--- config.mk ---
export PLATFORM = sky130hd
export DESIGN_NAME = fwd_rr_arb
export DESIGN_NICKNAME = d
export VERILOG_FILES = /design/src/rtl/fwd_rr_arb_pkg.sv /design/src/rtl/fwd_rr_arb_rr_pick.sv /design/src/rtl/fwd_rr_arb.sv
export SDC_FILE = /design/constraint.sdc
export NUM_CORES = 1
export LEC_CHECK = 0
export ABC_AREA = 1
export CAP_MARGIN = 5
export CORE_AREA = 10 10 153 155
export DETAILED_ROUTE_END_ITERATION = 12
export DIE_AREA = 0 0 163 165
export PLACE_DENSITY_LB_ADDON = 0.3
export RECOVER_POWER = 100
export SLEW_MARGIN = 20
export SYNTH_ARGS = -nofsm -noshare
export SYNTH_HDL_FRONTEND = slang
export SYNTH_SLANG_ARGS = --single-unit
export TNS_END_PERCENT = 50
--- constraint.sdc ---
create_clock -name clk -period 3.1 [get_ports clk]
set_input_delay 0.465 -clock clk [delete_from_list [all_inputs] [get_ports clk]]
set_output_delay 0.465 -clock clk [all_outputs]
set_load 0.02 [all_outputs]
--- src/rtl/fwd_rr_arb_pkg.sv ---
// Shared definitions for the forwarder round-robin arbiter: FSM encoding,
// clog2 helper and the parameter sanity check used at elaboration.
package fwd_rr_arb_pkg;

  typedef enum logic [1:0] {
    IDLE  = 2'd0,
    OFFER = 2'd1,
    BUSY  = 2'd2
  } arb_state_t;

  function automatic int unsigned clog2(input int unsigned v);
    int unsigned r;
    r = 0;
    while ((32'd1 << r) < v) r++;
    return r;
  endfunction

  // Tag must index every core and be at least one bit wide; N limited to 1..32.
  function automatic bit tag_sz_ok(input int unsigned n, input int unsigned tag_sz);
    return (n >= 1) && (n <= 32) && (tag_sz >= 1) && (tag_sz >= clog2(n));
  endfunction

endpackage

--- src/rtl/fwd_rr_arb_rr_pick.sv ---
// Combinational round-robin picker: first set request bit searching upward
// from last+1 with wrap modulo N. Shared with the other arbiters.
module rr_pick #(
  parameter int unsigned N      = 4,
  parameter int unsigned TAG_SZ = 5
) (
  input  logic [N-1:0]      req,
  input  logic [TAG_SZ-1:0] last,
  output logic [TAG_SZ-1:0] idx,
  output logic              any
);

  logic [N-1:0] rot;
  int unsigned  base;
  int unsigned  k;

  // Rotate so the search always starts at bit 0, then map back to a core index.
  always_comb begin
    base = 32'(last) + 32'd1;
    if (base >= N) base = 0;
    rot = N'({req, req} >> base);
    idx = '0;
    any = 1'b0;
    k   = 0;
    for (int unsigned j = 0; j < N; j++) begin
      if (!any && rot[j]) begin
        any = 1'b1;
        k   = base + j;
        if (k >= N) k = k - N;
        idx = TAG_SZ'(k);
      end
    end
  end

endmodule

--- src/rtl/fwd_rr_arb.sv ---
// Round-robin arbiter sharing one packet forwarder among N filter cores.
// Optional FWD_ARB_REG_OUT_EN registers fwd_addr/fwd_rd_en and rd_data/rd_vld.
module fwd_rr_arb
  import fwd_rr_arb_pkg::*;
#(
  parameter int unsigned ADDR_WIDTH = 9,
  parameter int unsigned DATA_WIDTH = 64,
  parameter int unsigned PLEN_WIDTH = 12,
  parameter int unsigned N          = 4,
  parameter int unsigned TAG_SZ     = 5,
  parameter int unsigned RD_LAT     = 2
) (
  input  logic                    clk,
  input  logic                    rst,
  output logic                    rdy,
  input  logic                    ack,
  input  logic [ADDR_WIDTH-1:0]   addr,
  input  logic                    rd_en,
  output logic [DATA_WIDTH-1:0]   rd_data,
  output logic                    rd_vld,
  output logic [PLEN_WIDTH-1:0]   bytes,
  input  logic                    done,
  input  logic [N-1:0]            rdy_for_fwd,
  output logic [N-1:0]            rdy_for_fwd_ack,
  output logic [ADDR_WIDTH-1:0]   fwd_addr,
  output logic [N-1:0]            fwd_rd_en,
  input  logic [N*DATA_WIDTH-1:0] fwd_rd_data,
  input  logic [N*PLEN_WIDTH-1:0] fwd_bytes,
  output logic [N-1:0]            fwd_done
);

  if (!tag_sz_ok(N, TAG_SZ) || RD_LAT < 1) begin : g_param_err
    $error("fwd_rr_arb: invalid N/TAG_SZ/RD_LAT combination");
  end

`ifdef FWD_ARB_REG_OUT_EN
  // One extra stage covers the registered strobe; the output register adds the other.
  localparam int unsigned PIPE = RD_LAT + 1;
`else
  localparam int unsigned PIPE = RD_LAT;
`endif

  arb_state_t state, state_nxt;
  logic [TAG_SZ-1:0] sel, sel_nxt;
  logic [TAG_SZ-1:0] last, last_nxt;
  logic [TAG_SZ-1:0] pick_idx;
  logic              pick_any;
  logic [N-1:0]      sel_oh;
  logic [N-1:0]      rd_en_gated;
  logic              issue;

  logic              pipe_vld [PIPE];
  logic [TAG_SZ-1:0] pipe_tag [PIPE];
  logic              tail_vld;
  logic [TAG_SZ-1:0] tail_tag;
  logic [DATA_WIDTH-1:0] tail_data;
  logic [DATA_WIDTH-1:0] mux_data;
  logic [PLEN_WIDTH-1:0] sel_bytes;

  rr_pick #(
    .N      (N),
    .TAG_SZ (TAG_SZ)
  ) u_pick (
    .req  (rdy_for_fwd),
    .last (last),
    .idx  (pick_idx),
    .any  (pick_any)
  );

  always_ff @(posedge clk or posedge rst) begin
    if (rst) begin
      state <= IDLE;
      sel   <= '0;
      last  <= TAG_SZ'(N - 1);
    end else begin
      state <= state_nxt;
      sel   <= sel_nxt;
      last  <= last_nxt;
    end
  end

  assign sel_oh = N'(1) << sel;

  always_comb begin
    state_nxt       = state;
    sel_nxt         = sel;
    last_nxt        = last;
    rdy_for_fwd_ack = '0;
    fwd_done        = '0;
    rd_en_gated     = '0;
    issue           = 1'b0;
    case (state)
      IDLE: begin
        if (pick_any) begin
          sel_nxt   = pick_idx;
          state_nxt = OFFER;
        end
      end
      OFFER: begin
        if (ack) begin
          rdy_for_fwd_ack = sel_oh;
          state_nxt       = BUSY;
        end
      end
      BUSY: begin
        issue       = rd_en;
        rd_en_gated = rd_en ? sel_oh : '0;
        if (done) begin
          fwd_done  = sel_oh;
          last_nxt  = sel;
          state_nxt = IDLE;
        end
      end
      default: state_nxt = IDLE;
    endcase
  end

  assign rdy = (state == OFFER);

  // Tags outlive the grant so reads issued alongside done still return correctly.
  always_ff @(posedge clk or posedge rst) begin
    if (rst) begin
      for (int unsigned i = 0; i < PIPE; i++) begin
        pipe_vld[i] <= 1'b0;
        pipe_tag[i] <= '0;
      end
    end else begin
      pipe_vld[0] <= issue;
      pipe_tag[0] <= sel;
      for (int unsigned i = 1; i < PIPE; i++) begin
        pipe_vld[i] <= pipe_vld[i-1];
        pipe_tag[i] <= pipe_tag[i-1];
      end
    end
  end

  assign tail_vld = pipe_vld[PIPE-1];
  assign tail_tag = pipe_tag[PIPE-1];

  always_comb begin
    tail_data = '0;
    sel_bytes = '0;
    for (int unsigned i = 0; i < N; i++) begin
      if (tail_tag == TAG_SZ'(i)) tail_data = fwd_rd_data[i*DATA_WIDTH +: DATA_WIDTH];
      if (sel == TAG_SZ'(i))      sel_bytes = fwd_bytes[i*PLEN_WIDTH +: PLEN_WIDTH];
    end
  end

  assign mux_data = tail_vld ? tail_data : '0;
  assign bytes    = (state == BUSY) ? sel_bytes : '0;

`ifdef FWD_ARB_REG_OUT_EN
  always_ff @(posedge clk or posedge rst) begin
    if (rst) begin
      fwd_addr  <= '0;
      fwd_rd_en <= '0;
      rd_data   <= '0;
      rd_vld    <= 1'b0;
    end else begin
      fwd_addr  <= addr;
      fwd_rd_en <= rd_en_gated;
      rd_data   <= mux_data;
      rd_vld    <= tail_vld;
    end
  end
`else
  assign fwd_addr  = addr;
  assign fwd_rd_en = rd_en_gated;
  assign rd_data   = mux_data;
  assign rd_vld    = tail_vld;
`endif

endmodule

# Yosys cells after proc, flatten, opt, wreduce, memory -nomap -nowiden
# Cells that the tools add are included.
# totals
wordCells,79
ramBits,0
latch_bits,0
input_bits,322
mem_count,0
mem_bits_ro,0
register_bits,24
out_inout_bits,99
# classes
bitwise_logic,0
add_sub_neg,8
mux,34
magnitude_cmp,5
mul,0
div_mod_pow,0
n_reduce_logical,12
n_eq_ne,11
n_shift,2
# op_table
op,n
2-to-1 mux 64 bit,5
greater-or-equal comparator 32 x 3 -> 1 bit (second input constant),5
adder 32 x 2 -> 32 bit (second input constant),2
2-to-1 mux 12 bit,5
2-to-1 mux 5 bit,8
adder 32 x 1 -> 32 bit (second input constant),1
2-to-1 mux 4 bit,6
equality test 5 x 2 -> 1 bit (second input constant),4
subtractor 5 x 3 -> 5 bit (second input constant),4
equality test 5 x 1 -> 1 bit (second input constant),2
zero test 5 bit,2
>> shifter 8 x 6 -> 4 bit,1
adder 5 x 1 -> 6 bit (second input constant),1
2-to-1 mux 2 bit,3
2-to-1 mux 6 bit,1
one-hot mux 2 bit (3 select lines),1
2-to-1 mux 1 bit,5
left shift 1 x 5 -> 4 bit (first input constant),1
inequality test 2 bit (second input constant),2
AND reduction 2 bit,2
logical AND 1 bit,3
zero test 1 bit,3
AND reduction 3 bit,1
equality test 2 x 1 -> 1 bit (second input constant),1
other kinds (3),3

# Logic depth before layout (Yosys ltp)
# Gate-level depths: netlist (run 1).
# depth
ltp_word,16
mapped_depth,19
mapped_depth_nobuf,18

# Cells and area by module
# From an unflattened synthesis (run 1), not the netlist that was laid out.
# unflattened
cells_unflattened,938
hier_area_um2,5313.8
# by_module_without_submodules
mod,seq_area_each_um2,cells_per_inst,area_each_um2,n_inst
fwd_rr_arb,603.1,800,4474.3,1
rr_pick,0.0,138,839.6,1

# Worst setup path after synthesis (run 1)
# No wires, ideal clock.
# synth_path
path_type,register to register
from,reg last[0]
to,reg sel[2]
required_time_ns,2.984
setup_ns,0.116
arrival_ns,2.340
period_less_slack_ns,2.457
n_path_buf,2
path_stages_with_launch,20
setup_slack_ns,0.643
cell_sequence,dfstp_2 > ha_1 > inv_1 > nor2_2 > nor2_8 > nand3_4 > buf_12 > inv_1 > ha_1 > clkbuf_1 > ha_1 > nand2_1 > nand2_1 > xor2_1 > nand3_1 > nand2_1 > nor2_1 > nand2_1 > nand2_1 > nand2_1
# synth_via
elab_chain_len,15
elab_cells_between_ends,34
cone_classes,8 x add/sub; 5 x order compare; 1 x shift; 13 x mux; 7 x reduce/logical
# synth_rtl
element,line_no,text
start: declaration,fwd_rr_arb.sv:45,"logic [TAG_SZ-1:0] last, last_nxt;"
start signal: assignment,fwd_rr_arb.sv:74,last <= TAG_SZ'(N - 1);
start signal: assignment,fwd_rr_arb.sv:78,last <= last_nxt;
adder 5 x 1 -> 6 bit *,fwd_rr_arb_rr_pick.sv:19,base = 32'(last) + 32'd1;
greater-or-equal comparator 32 x 3 -> 1 bit,fwd_rr_arb_rr_pick.sv:20,if (base >= N) base = 0;
2-to-1 mux 6 bit *,fwd_rr_arb_rr_pick.sv:20,
branches (longest 12 deep; another with adder 32 x 1 -> 32 bit),n/a,
end signal: assignment,fwd_rr_arb.sv:77,sel <= sel_nxt;
end: declaration,fwd_rr_arb.sv:44,"logic [TAG_SZ-1:0] sel, sel_nxt;"
# Every way passes the cells marked *.
# A chain may end at the register's enable or synchronous reset.

# Final worst setup path (run 1)
# layout_path
from,reg pipe_tag (netlist bit tail_tag[3])
to,out rd_data[52]
# layout_via
elab_chain_len,6
elab_cells_between_ends,9
cone_classes,3 x eq/ne; 5 x mux; 1 x reduce/logical
# layout_rtl
element,line_no,text
start: declaration,fwd_rr_arb.sv:53,logic [TAG_SZ-1:0] pipe_tag [PIPE];
start signal: indexed assignment,fwd_rr_arb.sv:132,pipe_tag[i] <= pipe_tag[i-1];
zero test 5 bit,fwd_rr_arb.sv:144,if (tail_tag == TAG_SZ'(i)) tail_data = fwd_rd_data[i*DATA_WIDTH +: DATA_WIDTH];
2-to-1 mux 64 bit (3 in series),fwd_rr_arb.sv:144,
2-to-1 mux 64 bit *,fwd_rr_arb.sv:144,
2-to-1 mux 64 bit *,fwd_rr_arb.sv:149,assign mux_data = tail_vld ? tail_data : '0;
end: declaration,fwd_rr_arb.sv:19,"output logic [DATA_WIDTH-1:0] rd_data,"
# Mark *: on every way between the ends. The rest lies on a longest branch, timed or not.

==> flow_metrics.tcl, run 1 <==
set metrics [dict create \
    numCtsBuffers 3 \
    yosys_warnings 0 \
    endpoint_kind "output pin" \
    route.detailed.drc 0 \
    die_area_um2 26900 \
    cts.clk_slew.worst_paths_ns 0.06 \
    hold_path_class "flip-flop to flip-flop" \
    critPathBufInv 3 \
    crit_fanout 26 \
    min_to "tail_tag[0]" \
    arrival_ns 2.50 \
    num_rows 52 \
    crit_type "flip-flop to output pin" \
    die_h_um 165 \
    grt_pass1_vias 6323 \
    worstMarginPinSlew_ns 0.939 \
    drive_gt1_share_pct 5.85 \
    netlist_instances 647 \
    cts_setup_buffers 0 \
    cpPeakStageDelay_ns 0.70 \
    path_delay_family "buffers and inverters" \
    path_cells "nor2_2 > nand3_1 > inv_2 > buf_12 > a21oi_1 > a311oi_1 > clkdlybuf4s50_1" \
    cts_tree "built" \
    slew_violations 0 \
    routed_wl_mm 30.8 \
    root_buffer "clkbuf_16" \
    syn2layout_area_growth_pct 110 \
    wl_per_cell_um 23.7 \
    grt_max_degree 50 \
    gp_congestion 0.937 \
    n_fill_cell 2117 \
    max_freq_mhz 338 \
    ys_ff_latch 24 \
    hp-start "pipe_tag[5]" \
    hold_viol_final 0 \
    initial_core_util_pct 19.8 \
    die_w_um 163 \
    swShare_pct 49.3 \
    clkLatencyLatePin_ns 0.26 \
    post-route-min-period_ns 2.96 \
    p_clk_share_pct 8.6 \
    htree_levels 1 \
    ys_seq_area_share_pct 15.1 \
    drt_first_pass_iters 5 \
    hold_depth 0 \
    grt_pass1_wl_mm 42.4 \
    cts.sinks 24 \
    cp_slowest_cell "clkdlybuf4s50_1" \
    grt_util_all_layers_pct 20.8 \
    regArea_um2 603 \
    multi_input_area_um2 3010 \
    worstRegToRegCells 17 \
    setup.worst_path.start_class "flip-flop" \
    hold_slack_ns 0.352 \
    reg2reg_slack_ns 0.29 \
    core_area_um2 20200 \
    vdd_drop_max_v 0.000530 \
    drv_cap 0 \
    io_buffers 402 \
    post-route-period-util_pct 95.6 \
    drt.antenna.violating_nets 0 \
    cts.repair.resized 6 \
    power_density_nw_per_um2 508 \
    power_leakage_uw 0.00330 \
    gr-total-overflow 0 \
    cp.required_ns 2.63 \
    syn-cell-area_um2 3980 \
    power.share.combinational_pct 78.7 \
    timing.rr.start "last[0]" \
    drtIter0Drc 681 \
    p_sw_uw 2100 \
    vias_per_cell 4.90 \
    dp_hpwl_mm 25.7 \
    rsz0062_at_grt "false" \
    nNetsFinal 1364 \
    antenna_found_initial 7 \
    cts_buffer_depth 2 \
    p_seq_share_pct 12.7 \
    yosysUniqueCellTypes 37 \
    postSynthAreaPerCell_um2 6.16 \
    totalNegativeSetupSlack_ns 0 \
    outcome "finished, final reports clean" \
    io_pins 421 \
    finClkSkew_ns 0.00125 \
    r2r_end "sel[4]" \
    p_int_uw 2150 \
    relSlewSlack_pct 37.3 \
    vias 6374 \
    finalSetupViolations 0 \
    cts_hold_buf 0 \
]
## per-stage QoR
| step | worst slack, ns | area [um2] | utilization, % | instances | total power [uW] |
|---|---|---|---|---|---|
| 2_1_floorplan | 0.643 | 4010 | - | 654 | 2580 |
| 3_3_place_gp | 0.0814 | 8400 | 41.7 | 1291 | 3900 |
| 3_5_place_dp | 0.141 | 8400 | 41.7 | 1291 | 3920 |
| 4_1_cts | 0.00859 | 8520 | 42.2 | 1295 | 4320 |
| 5_1_grt | 0.00421 | 8360 | 41.5 | 1299 | 4610 |
| 6_report | 0.138 | 8370 | 41.5 | 1300 | 4250 |
## layer usage
layer / GRT usage (%) / wire, um / up-vias
li1: - / - / 3061
met1: 25.2 / 12200 / 2916
met2: 33.7 / 14500 / 367
met3: 9.29 / 3700 / 26
met4: 3.44 / 378 / 4
met5: 0 / 27 / -
## worst reg2reg max path, stage by stage, from the launching register on
cell and delay [ns]:
dfstp_1 0.59, ha_1 0.19, nand2_1 0.07, nand2_2 0.20
nand3_4 0.20, inv_1 0.21, ha_1 0.27, inv_1 0.06
ha_1 0.18, and2_1 0.17, nand3_1 0.06, o21ai_0 0.09
nand3_1 0.09, nand2_1 0.05, nor2_1 0.12, nand2_1 0.06
nand2_1 0.06, nand2_1 0.04
## synth_stat cells, drive strengths merged
master / n / share of area [%]
nand4: 19 / 3.0
nor2: 49 / 5.5
xor2: 2 / 0.44
a31oi: 3 / 0.47
o2111ai: 1 / 0.22
nand2: 160 / 16
a21oi: 80 / 10
a221o: 49 / 12
inv: 32 / 3.0
o21ai: 82 / 10
clkinv: 4 / 0.38
clkbuf: 31 / 2.9
o211ai: 1 / 0.19
buf: 27 / 4.0
dfrtp: 22 / 14
and2: 1 / 0.16
nand3b: 1 / 0.19
dfstp: 2 / 1.3
nand3: 48 / 7.1
o31ai: 1 / 0.19
a311oi: 12 / 2.6
conb: 2 / 0.19
nor3: 1 / 0.13
ha: 16 / 5.0
mux2: 1 / 0.28
## how the worst max path moves through the flow
stage                      from          end  slack [ns]  depth (start not counted)
floorplan               last[0]       sel[2]        0.64                         19
global placement    tail_tag[3]  rd_data[37]        0.08                          7
detailed placement  tail_tag[3]  rd_data[37]        0.14                          7
CTS                 tail_tag[3]  rd_data[11]       0.009                          8
global route            last[0]       sel[4]       0.004                         17
finish              tail_tag[3]  rd_data[52]        0.14                          7
## cells by family (layout without fill, tap and decap cells)
kind of cell	count (synthesis)	in the layout	synth area share [%]
buffers and inverters	94	465	10.3
AND/OR/NAND/NOR	279	279	31.9
multiplexers	1	1	0.283
other	2	14	0.189
flip-flops	24	24	15.1
XOR/XNOR	2	2	0.440
adder cells (fa/ha/maj)	16	16	5.03
AO/OA/AOI/OAI	229	229	36.7
## cell type report
| class | instances | share of cell area [%] |
|---|---|---|
| Antenna cell | 5 | 0.150 |
| Clock buffer | 3 | 0.897 |
| Clock inverter | 1 | 0.359 |
| Inverter | 36 | 1.70 |
| Multi-Input combinational cell | 536 | 36.0 |
| Sequential cell | 24 | 7.21 |
| Tap cell | 270 | 4.04 |
| Timing Repair Buffer | 425 | 49.7 |
## cell usage in the layout, fill, tap and decap left out, types with 11 or more instances in the layout
master             n
a21oi_1           79
a221o_1           49
a311oi_1          11
buf_4             24
clkbuf_1          12
clkdlybuf4s50_1  341
dfrtp_1           22
dlygate4sd3_1     38
ha_1              16
inv_1             26
nand2_1          153
nand3_1           43
nand4_1           19
nor2_1            45
o21ai_0           80
## flip-flops by register name, indices dropped and copies added (netlist names)
name,flops
pipe_tag,5
state,2
last,5
rd_vld,1
pipe_vld,1
tail_tag,5
sel,5
## power by group through the flow
stage	clock network [uW]	registers (uW)	logic, uW
after floorplan	0	523	2060
after global placement	0	544	3360
after detailed placement	0	547	3380
after CTS	371	542	3410
after global routing	384	560	3670
final	364	540	3350
(Power assumes the default switching activity.)
==> run 2: changes to the inputs <==
--- a/config.mk
+++ b/config.mk
@@ -8,9 +8,10 @@
 export ABC_AREA = 1
 export CAP_MARGIN = 5
 export CORE_AREA = 10 10 153 155
+export CTS_CLUSTER_DIAMETER = 100
 export DETAILED_ROUTE_END_ITERATION = 12
 export DIE_AREA = 0 0 163 165
-export PLACE_DENSITY_LB_ADDON = 0.3
+export PLACE_DENSITY = 0.64
 export RECOVER_POWER = 100
 export SLEW_MARGIN = 20
 export SYNTH_ARGS = -nofsm -noshare
==> run 2 against run 1 <==
Sequential power is essentially flat. Maximum frequency grew 0.18%. Via count grew 0.35%. Register-to-register slack gained 0.08 ns. Critical path type unchanged. Critical endpoint is now rd_data[37]. Largest cell class unchanged. Highest routed layer unchanged.
==> flow_metrics.tcl, run 2 (same netlist as run 1, synthesis figures left out) <==
set metrics [dict create \
    vdd_drop_max_v 0.000339 \
    wl_per_cell_um 24.1 \
    power_density_nw_per_um2 502 \
    relSlewSlack_pct 39.6 \
    hold_depth 0 \
    numCtsBuffers 3 \
    io_pins 421 \
    grt_pass1_wl_mm 43.4 \
    rsz0062_at_grt "false" \
    hold_slack_ns 0.347 \
    finalSetupViolations 0 \
    hold_viol_final 0 \
    arrival_ns 2.49 \
    r2r_end "sel[4]" \
    gr-total-overflow 0 \
    drt.antenna.violating_nets 0 \
    worstRegToRegCells 17 \
    vias_per_cell 4.90 \
    p_sw_uw 2080 \
    endpoint_kind "output pin" \
    post-route-min-period_ns 2.96 \
    regArea_um2 603 \
    grt_max_degree 54 \
    hold_path_class "flip-flop to flip-flop" \
    initial_core_util_pct 19.8 \
    p_seq_share_pct 12.9 \
    nNetsFinal 1366 \
    root_buffer "clkbuf_16" \
    n_fill_cell 2124 \
    drive_gt1_share_pct 6.23 \
    cts_buffer_depth 2 \
    crit_fanout 53 \
    max_freq_mhz 338 \
    final_common_cell "clkdlybuf4s50_1" \
    timing.rr.start "last[0]" \
    slew_violations 0 \
    cts.sinks 24 \
    gp_congestion 0.980 \
    finClkSkew_ns 0.00176 \
    syn2layout_area_growth_pct 111 \
    grt_pass1_vias 6397 \
    final_cell_mix "331 x clkdlybuf4s50_1, 153 x nand2_1, 80 x o21ai_0, 79 x a21oi_1" \
    grt_util_all_layers_pct 21.3 \
    antenna_found_initial 11 \
    drt_first_pass_iters 5 \
    power.share.combinational_pct 78.6 \
    post-route-cell-area_um2 8390 \
    die_area_um2 26900 \
    totalNegativeSetupSlack_ns 0 \
    clkLatencyLatePin_ns 0.25 \
    cts_setup_buffers 0 \
    utilization_pct 41.6 \
    die_h_um 165 \
    htree_levels 1 \
    core_area_um2 20200 \
    wl_met2_mm 15.1 \
    outcome "finished, final reports clean" \
    routed_wl_mm 31.4 \
    highest_layer "met5" \
    swShare_pct 49.4 \
    drtIter0Drc 464 \
    setup.worst_path.start_class "flip-flop" \
    reg2reg_slack_ns 0.37 \
    worstMarginPinSlew_ns 0.905 \
    p_int_uw 2130 \
    multi_input_area_um2 3010 \
    cp.required_ns 2.63 \
    drv_cap 0 \
    dp_hpwl_mm 26.4 \
    drt-met1-wl_mm 11.8 \
    route.detailed.drc 0 \
    crit_type "flip-flop to output pin" \
    vias 6396 \
    power_leakage_uw 0.00336 \
    cts_tree "built" \
    hp-start "pipe_tag[8]" \
    p_clk_share_pct 8.5 \
    io_buffers 402 \
    num_rows 52 \
    die_w_um 163 \
    cts.clk_slew.worst_paths_ns 0.06 \
    wl_met3_mm 4.23 \
    min_to "tail_tag[3]" \
    placed_area_um2 8410 \
    post-route-period-util_pct 95.4 \
]
[run 2: area by class of cell]
class / count / share of cell area (%)
repair buffers: 427 / 49.7
clock inverters: 1 / 0.358
multi-input cells: 536 / 35.8
clock buffers: 3 / 0.895
diodes: 8 / 0.239
flip-flops and latches: 24 / 7.19
inverters: 36 / 1.70
well taps: 270 / 4.03
[run 2: power groups by stage]
stage | logic [uW] | clock network (uW) | registers, uW
2_1_floorplan | 2060 | 0 | 523
3_3_place_gp | 3330 | 0 | 550
3_5_place_dp | 3360 | 0 | 552
4_1_cts | 3380 | 368 | 546
5_1_grt | 3640 | 383 | 567
6_report | 3310 | 360 | 543
[run 2: how the worst max path moves through the flow]
stage                 from     endpoint
2_1_floorplan      last[0]       sel[2]
3_5_place_dp   tail_tag[3]  rd_data[22]
3_3_place_gp   tail_tag[3]  rd_data[22]
5_1_grt        tail_tag[4]  rd_data[34]
6_report       tail_tag[3]  rd_data[37]
4_1_cts        tail_tag[3]   rd_data[1]
[run 2: stage by stage]
step                      std cells  worst slack [ns]  total power, uW
after detailed placement       1293             0.237             3910
after global placement         1293             0.245             3880
final                          1305             0.143             4210
after floorplan                 654             0.643             2580
after global routing           1300            0.0115             4590
after CTS                      1297            0.0113             4290
[run 2: layer usage]
metal	global-route usage, %	vias up
met4	3.28	6
met1	24.6	2962
met5	0	-
li1	-	3077
met3	11.3	24
met2	35.0	327
[run 2: critical path, cell delays in order, from the launching register on]
cell and delay [ns]:
dfrtp_1 0.37, nor2_2 0.20, nand3_1 0.12, inv_2 0.09, buf_12 0.25, nand2_1 0.14
a311oi_1 0.34, clkdlybuf4s50_1 0.71
[run 2: repair_timing]
item,4_1_cts,5_1_grt
hold buffers,0,0
cloned,0,0
gates resized for setup,1,7
endpoints found under the setup margin,1,42
==> run 3: changes to the inputs <==
--- a/config.mk
+++ b/config.mk
@@ -7,11 +7,13 @@
 export LEC_CHECK = 0
 export ABC_AREA = 1
 export CAP_MARGIN = 5
-export CORE_AREA = 10 10 153 155
+export CELL_PAD_IN_SITES_DETAIL_PLACEMENT = 1
+export CELL_PAD_IN_SITES_GLOBAL_PLACEMENT = 1
+export CORE_MARGIN = 10
+export CORE_UTILIZATION = 18
 export CTS_CLUSTER_DIAMETER = 100
 export DETAILED_ROUTE_END_ITERATION = 12
-export DIE_AREA = 0 0 163 165
-export PLACE_DENSITY = 0.64
+export PLACE_DENSITY = 0.89
 export RECOVER_POWER = 100
 export SLEW_MARGIN = 20
 export SYNTH_ARGS = -nofsm -noshare
==> run 3 against run 2 <==
Via count grew 3.7%. Critical endpoint is now rd_data[10]. Sequential share of layout area shrank 0.052 points. Maximum frequency is 2.6% lower. Critical path depth up 1. Count of clock-buffer cells in the layout did not move. Highest routed layer unchanged.
==> flow_metrics.tcl, run 3 (same netlist as run 1, synthesis figures left out) <==
set metrics [dict create \
    swShare_pct 50.0 \
    r2r_end "sel[2]" \
    numCtsBuffers 3 \
    n_fill_cell 2712 \
    drive_gt1_share_pct 6.06 \
    syn2layout_area_growth_pct 112 \
    p_clk_share_pct 8.3 \
    cts.clk_slew.worst_paths_ns 0.06 \
    p_int_uw 2180 \
    grt_pass1_wl_mm 46.4 \
    rsz0062_at_grt "true" \
    timing.rr.start "last[0]" \
    cpPeakStageDelay_ns 0.65 \
    initial_core_util_pct 18.3 \
    worstMarginPinSlew_ns 0.918 \
    grt_max_degree 51 \
    die_area_um2 28500 \
    setup.worst_path.start_class "flip-flop" \
    p_seq_share_pct 12.8 \
    drtIter0Drc 674 \
    nNetsFinal 1362 \
    clkLatencyLatePin_ns 0.25 \
    root_buffer "clkbuf_16" \
    hp-start "pipe_tag[6]" \
    final_common_cell "clkdlybuf4s50_1" \
    core_area_um2 21800 \
    antenna_found_initial 7 \
    io_pins 421 \
    endpoint_kind "output pin" \
    finalWorstSetupSlack_ns 0.0646 \
    route.detailed.drc 0 \
    vdd_drop_max_v 0.000295 \
    hold_depth 0 \
    finClkSkew_ns 0.00202 \
    relSlewSlack_pct 38.7 \
    vias_per_cell 5.07 \
    path_cells "nor2_1 > nand3_2 > inv_2 > buf_4 > a221o_1 > o21ai_0 > a21oi_1 > clkdlybuf4s50_1" \
    hold_path_class "flip-flop to flip-flop" \
    gr-total-overflow 0 \
    dp_hpwl_mm 27.5 \
    post-route-min-period_ns 3.04 \
    arrival_ns 2.57 \
    routed_wl_mm 32.6 \
    finalSetupViolations 0 \
    p_sw_uw 2180 \
    power_leakage_uw 0.00322 \
    hold_viol_final 0 \
    power.share.combinational_pct 79.0 \
    cp.required_ns 2.63 \
    min_to "tail_tag[1]" \
    final_cell_mix "378 x clkdlybuf4s50_1, 153 x nand2_1, 80 x o21ai_0, 79 x a21oi_1, 49 x a221o_1" \
    drt_first_pass_iters 5 \
    die_h_um 169 \
    num_rows 54 \
    path_delay_family "buffers and inverters" \
    gp_congestion 0.957 \
    grt_pass1_vias 6992 \
    wl_per_cell_um 24.9 \
    crit_fanout 14 \
    reg2reg_slack_ns 0.31 \
    crit_type "flip-flop to output pin" \
    grt_util_all_layers_pct 21.0 \
    cts_buffer_depth 2 \
    slew_violations 0 \
    io_buffers 402 \
    drv_cap 0 \
    dp_slack_ns 0.281 \
    drt.antenna.violating_nets 0 \
    power_uw 4360 \
    htree_levels 1 \
    totalNegativeSetupSlack_ns 0 \
    outcome "finished, final reports clean" \
    die_w_um 169 \
    cp_slowest_cell "clkdlybuf4s50_1" \
    dp.cells 1296 \
    vias 6630 \
    cts.sinks 24 \
    power_density_nw_per_um2 516 \
    worstRegToRegCells 18 \
    critPathBufInv 3 \
    max_freq_mhz 329 \
    hold_slack_ns 0.353 \
    cts_tree "built" \
    post-route-period-util_pct 97.9 \
    stdcell_count 1308 \
]
[run 3: cell type report]
type / instances / area [um2] / share of cell area (%)
Clock buffer: 3 / 75.1 / 0.888
Antenna cell: 5 / 12.5 / 0.148
Tap cell: 280 / 350 / 4.15
Multi-Input combinational cell: 536 / 3030 / 35.8
Sequential cell: 24 / 603 / 7.14
Inverter: 36 / 146 / 1.73
Timing Repair Buffer: 421 / 4200 / 49.7
Timing Repair inverter: 2 / 12.5 / 0.148
Clock inverter: 1 / 30.0 / 0.355
[run 3: per-stage QoR]
| step | util, % | cell area (um2) |
|---|---|---|
| after floorplan | - | 4010 |
| after global placement | 38.2 | 8340 |
| final | 38.7 | 8450 |
| after CTS | 38.7 | 8440 |
| after detailed placement | 38.2 | 8340 |
| after global routing | 38.7 | 8450 |
[run 3: routing by layer]
metal,wire [um],GRT usage [%]
met1,12400,24.0
met2,16400,37.7
met3,2910,6.28
met4,867,4.35
met5,58,0
[run 3: power by group through the flow]
stage               clock network (uW)  registers (uW)  logic, uW
floorplan                            0             523       2060
global placement                     0             550       3330
detailed placement                   0             561       3420
CTS                                366             556       3440
global route                       383             575       3780
finish                             360             557       3450
[run 3: repair_timing]
item | 4_1_cts | 5_1_grt
gates resized for setup | 0 | 17
setup endpoints to repair | 0 | 26
hold buffers | 0 | 0
setup buffers | 0 | 1
[run 3: worst max path at each step]
stage / from / endpoint / slack (ns) / cells past startpoint
floorplan: last[0] / sel[2] / 0.64 / 19
global placement: sel[4] / bytes[9] / 0.35 / 8
detailed placement: last[0] / sel[4] / 0.28 / 17
CTS: sel[4] / bytes[9] / 0.02 / 8
global route: sel[2] / bytes[8] / -0.04 / 8
finish: tail_tag[3] / rd_data[10] / 0.06 / 8
[run 3: worst register-to-register path: stages (launching register included)]
cell and delay [ns]:
dfstp_2 0.57, ha_1 0.17, inv_1 0.05, nor2_2 0.19, nor2_8 0.09, nand3_4 0.16
clkinvlp_4 0.19, ha_1 0.27, inv_1 0.08, ha_1 0.14, and2_1 0.15, nand2_1 0.08
xor2_1 0.15, nand3_1 0.08, nand2_1 0.06, nor2_1 0.11, nand2_1 0.06, nand2_1 0.06
nand2_1 0.05
